File: src/rtl/instruction_fetch_unit.sv
// Instruction fetch unit: drives the PC to instruction memory and queues
// {pc, instruction} pairs in a small FIFO toward decode; redirects flush it.
module instruction_fetch_unit #(
    parameter logic [31:0] RESET_PC = 32'h0000_0000,
    parameter int          DEPTH    = 2
) (
    input  logic        clk,
    input  logic        rst_n,
    output logic [31:0] instructionAddress,
    input  logic [31:0] instruction,
    input  logic        redirect_valid,
    input  logic [31:0] redirect_target,
    output logic        out_valid,
    input  logic        out_ready,
    output logic [31:0] out_instruction,
    output logic [31:0] out_pc,
    output logic        misaligned_fault
);

    localparam int PW = $clog2(DEPTH);
    localparam int CW = PW + 1;
    localparam logic [CW-1:0] DEPTH_C = CW'(DEPTH);

    typedef enum logic {
        RUN   = 1'b0,
        FAULT = 1'b1
    } state_t;

    // Handshake: an entry leaves the head on any rising edge where
    // out_valid && out_ready, unless a redirect on that same edge discards it.

    state_t        state, state_next;
    logic [31:0]   pc, pc_next;
    logic [CW-1:0] count, count_next;
    logic [PW-1:0] rd_ptr, rd_ptr_next;
    logic [PW-1:0] wr_ptr, wr_ptr_next;
    logic          push, pop;

    logic [31:0] buf_pc    [DEPTH];
    logic [31:0] buf_instr [DEPTH];

    assign instructionAddress = pc;
    assign out_valid          = (count != '0);
    assign out_pc             = out_valid ? buf_pc[rd_ptr]    : 32'h0;
    assign out_instruction    = out_valid ? buf_instr[rd_ptr] : 32'h0;
    assign misaligned_fault   = (state == FAULT);

    always_comb begin
        pop  = out_valid && out_ready;
        push = (state == RUN) && !redirect_valid && ((count < DEPTH_C) || pop);

        state_next  = state;
        pc_next     = pc;
        count_next  = count;
        rd_ptr_next = rd_ptr;
        wr_ptr_next = wr_ptr;

        if (redirect_valid) begin
            // Flush everything; a misaligned target parks the unit in FAULT
            // until a later aligned redirect.
            pc_next     = redirect_target;
            count_next  = '0;
            rd_ptr_next = '0;
            wr_ptr_next = '0;
            state_next  = (redirect_target[1:0] != 2'b00) ? FAULT : RUN;
        end else begin
            if (push) begin
                pc_next     = pc + 32'd4;
                wr_ptr_next = wr_ptr + PW'(1);
            end
            if (pop) begin
                rd_ptr_next = rd_ptr + PW'(1);
            end
            case ({push, pop})
                2'b10:   count_next = count + CW'(1);
                2'b01:   count_next = count - CW'(1);
                default: count_next = count;
            endcase
        end
    end

    always_ff @(posedge clk or negedge rst_n) begin
        if (!rst_n) begin
            state  <= RUN;
            pc     <= RESET_PC;
            count  <= '0;
            rd_ptr <= '0;
            wr_ptr <= '0;
        end else begin
            state  <= state_next;
            pc     <= pc_next;
            count  <= count_next;
            rd_ptr <= rd_ptr_next;
            wr_ptr <= wr_ptr_next;
        end
    end

    // Payload storage needs no reset; count gates visibility of stale entries.
    always_ff @(posedge clk) begin
        if (push) begin
            buf_pc[wr_ptr]    <= pc;
            buf_instr[wr_ptr] <= instruction;
        end
    end

endmodule

File: config.mk
export PLATFORM = sky130hd
export DESIGN_NAME = instruction_fetch_unit
export DESIGN_NICKNAME = d
export VERILOG_FILES = /design/src/rtl/instruction_fetch_unit.sv
export SDC_FILE = /design/constraint.sdc
export NUM_CORES = 1
export LEC_CHECK = 0
export ABC_CLOCK_PERIOD_IN_PS = 7400
export CAP_MARGIN = 20
export CORE_AREA = 3 3 126 128
export CTS_BUF_LIST = sky130_fd_sc_hd__clkbuf_8
export DETAILED_ROUTE_END_ITERATION = 8
export DIE_AREA = 0 0 129 131
export PLACE_DENSITY = 0.74
export SLEW_MARGIN = 30
export SYNTH_ARGS = -nofsm -noshare
export SYNTH_HDL_FRONTEND = slang
export SYNTH_SLANG_ARGS = --single-unit
File: constraint.sdc
create_clock -name clk -period 7.4 [get_ports clk]
set_input_delay 1.48 -clock clk [delete_from_list [all_inputs] [get_ports clk]]
set_output_delay 1.48 -clock clk [all_outputs]
set_load 0.005 [all_outputs]
==> key figures <==
Clock tree
  • CTS tree: built
  • Worst skew pair latency: roughly 440 ps
  • Clock root cell: clkbuf_8
  • CTS sink count: between 150 and 200
  • Hold Buf Count CTS: 0
  • Htree depth: 4
  • Worst-path clk slew: 80 ps
  • TritonCTS buffer count: 17
  • CTS resizes: 0
  • Post-CTS setup buffer count: 0
  • Clk buf depth: 2

Floorplanning
  • FP Rows: 45
  • Initial Util: a little under half
  • Die height: around 130 µm
  • # IOs: ~170
  • Die width: between 100 and 150 µm
  • DIE AREA: 16900 µm²
  • CORE AREA: around 15000 µm²

Yosys
  • XOR/XNOR Fraction of Synth Area: roughly 4%
  • Post-Syn Area per Cell: around 14 µm²
  • Post-synthesis mux area share: 10.0%
  • Main combinational cell family by area after synthesis: simple AND/OR/NAND/NOR gates
  • Simple-gate share of the synthesized area: between 10 and 15%
  • Flops & latches, synth: 165
  • Post-synth cell types: 37
  • Sequential cell area fraction in the yosys report: 69.7%
  • Post-synthesis adder-cell area fraction: 0.183%
  • Post-synthesis compound-gate area fraction: between 2 and 3%
  • Synthesis warning total: 0
  • Net Count, Synth: around 560
  • Mapped Cells: between 400 and 500
  • Mapped Area: approximately 6800 µm²

Route
  • Vias/cell: 5.18
  • DRC: 0
  • Post-route ant nets: 0
  • Via count: approximately 4400
  • WL/cell: 17.3 µm
  • Detailed-router iteration count before antenna repair: 5
  • DR iter-0 viols: 277
  • WL final: 14700 µm

Critical path
  • Crit. End Element: primary output
  • Critical path class: register to primary output
  • Critical path peak fanout: 49
  • Required time of the critical path: between 5000 and 6000 ps
  • R2r setup slk: about 5100 ps
  • CP Launch Type: register
  • Worst Setup EP: out_pc[29]
  • Worst-path cell chain: nor2_4 -> buf_4 -> nor2_1 -> clkdlybuf4s50_1
  • Max incr delay on CP: ~500 ps
  • RR Startpoint: count[1]
  • R2R depth: 3
  • Critical Path AT: about 2500 ps
  • Worst Path Buf+Inv: 2
  • R2R Path End: buf_instr[1][25]
  • Critical Path Start: count[0]
  • Crit path depth: 4
  • CP top delay family: buffers and inverters
  • Slowest-stage cell, CP: buf_4

Final layout
  • Final Non-Filler Cells: around 850
  • Diode count: 0
  • Fraction of layout cells with a size suffix above 1: between 8 and 9%
  • Nets: just over 700
  • Layout Area Growth over Synthesis: 32.2%
  • Post-route design area: between 9000 and 10000 µm²
  • # fillers: ~1200

Power
  • Lkg Pwr: between 3 and 4 nW
  • Peak VDD IR: between 100 and 150 µV
  • Power Density: about 220 nW/µm²
  • Total Power: around 2.0 mW

Placement
  • Post-DP HPWL: around 10000 µm
  • Cell total after placement: approximately 800
  • PortBufs: between 150 and 200
  • Gpl congestion: between 0.7 and 0.8
  • DP Area: roughly 8700 µm²

Timing
  • Final setup fails: 0
  • Crit share post-route: between 50% and 60%
  • Max Clk Rate: between 0.2 and 0.3 GHz
  • Slew Viols, Final: 0
  • Final number of hold-violating endpoints: 0
  • Fin Setup TNS: 0 ps
  • Unrepaired setup endpoints after global routing: no
  • Worst Tran Pin Value: 845 ps
  • Worst rel slew slack: around 44%
  • Final min period: just under 4000 ps
  • Worst Skew: ~6.3 ps

Global routing
  • Global route overflow: 0
  • Number of global-route vias before repair: approximately 4300
  • First-pass GRT wire length: about 23000 µm
  • Initial antenna violation count: 0
  • Largest net degree at the start of global routing: 70
  • Gr usage total: between 10% and 20%

Flow run
  • Maxcap violations: 0

Hold path
  • Worst hold-check path type: register to register
  • Hold path cells: 0

Run status
  • Status: finished clean
==> worst min-delay path by stage <==
stage                           from           end  slack [ps]
2_1_floorplan  instructionAddress[0]  buf_pc[0][0]         480
3_3_place_gp   instructionAddress[1]  buf_pc[0][1]         480
3_5_place_dp   instructionAddress[0]  buf_pc[1][0]         500
4_1_cts        instructionAddress[0]  buf_pc[0][0]         520
5_1_grt        instructionAddress[0]  buf_pc[1][0]         520
6_report       instructionAddress[0]  buf_pc[0][0]         510
==> where the power goes <==
part,switching [mW],internal [mW]
sequential,0.0538,1.07
clock,0.314,0.261
combinational,0.142,0.186
==> flip-flops by register name, indices dropped and copies added (netlist names) <==
| register | flops |
|---|---|
| count | 2 |
| buf_pc | 64 |
| rd_ptr | 1 |
| instructionAddress | 32 |
| buf_instr | 64 |
| wr_ptr | 1 |
| misaligned_fault | 1 |
==> layout make-up <==
class                   instances  area [µm²]  area share [%]
flip-flops and latches        165        4770            52.8
repair buffers                172        1710            19.0
clock buffers                  17         234            2.59
multi-input cells             294        1960            21.7
clock inverters                14         113            1.24
inverters                       3        11.3           0.124
well taps                     188         235            2.60
==> synth_stat cells, drive strengths merged <==
master  instances  area share, %
nor3b           2           0.38
xor2           26            3.3
dfrtp          37             14
inv             3           0.16
nor2           69            3.8
nor4            2           0.18
nand2          40            2.2
nor4b           1           0.13
nand4          12            1.1
mux2            3           0.49
and2            1          0.091
nor2b           2           0.22
mux2i          65            9.5
nand4b          4           0.51
ha              1           0.18
buf            15            1.4
and3            9           0.86
o211ai          1           0.11
a21oi           1          0.073
and4            4           0.59
nand3           9           0.73
a31oi           1          0.091
clkbuf         13           0.71
edfxtp        128             56
o21ai          34            2.5
nor3            2           0.38
xnor2           5           0.64
==> worst register-to-register path: cells and delay by family, from the launching register on <==
kind                   cells  cell delay [ps]
DFF                        1              450
buffers and inverters      1              610
and+or+nand+nor            2              830
==> layout by cell type, fill, tap and decap left out, types with 3 or more instances in the layout <==
| cell | instances |
|---|---|
| buf_4 | 6 |
| o21ai_1 | 13 |
| nand3_1 | 8 |
| mux2_2 | 3 |
| clkinv_2 | 5 |
| xor2_1 | 26 |
| xnor2_1 | 5 |
| nand4b_1 | 4 |
| and3_1 | 7 |
| mux2i_1 | 65 |
| nor2_1 | 68 |
| edfxtp_1 | 128 |
| clkdlybuf4s50_1 | 163 |
| nand4_1 | 12 |
| dfrtp_1 | 36 |
| inv_1 | 3 |
| clkbuf_8 | 17 |
| nand2_1 | 40 |
| o21ai_0 | 21 |
==> metal layers <==
layer,global-route usage [%],up-vias,wire [µm]
met5,0,-,0
met3,4.15,15,899
met2,28.4,164,7170
li1,-,2095,-
met4,6.73,0,178
met1,23.9,2147,6460
==> stage by stage <==
step           utilization [%]  setup slack [ps]  hold slack (ps)
2_1_floorplan                -              1450              483
3_3_place_gp              57.8              3170              484
3_5_place_dp              58.1              3590              496
4_1_cts                   60.4              3410              516
5_1_grt                   60.4              3280              525
6_report                  60.4              3470              505
==> cell families after synthesis <==
group / Yosys count
simple gates: 157
compound gates: 37
fa+ha+maj: 1
flops: 165
mux: 68
xor+xnor: 31
buf+inv: 31
(Power assumes the default switching activity.)
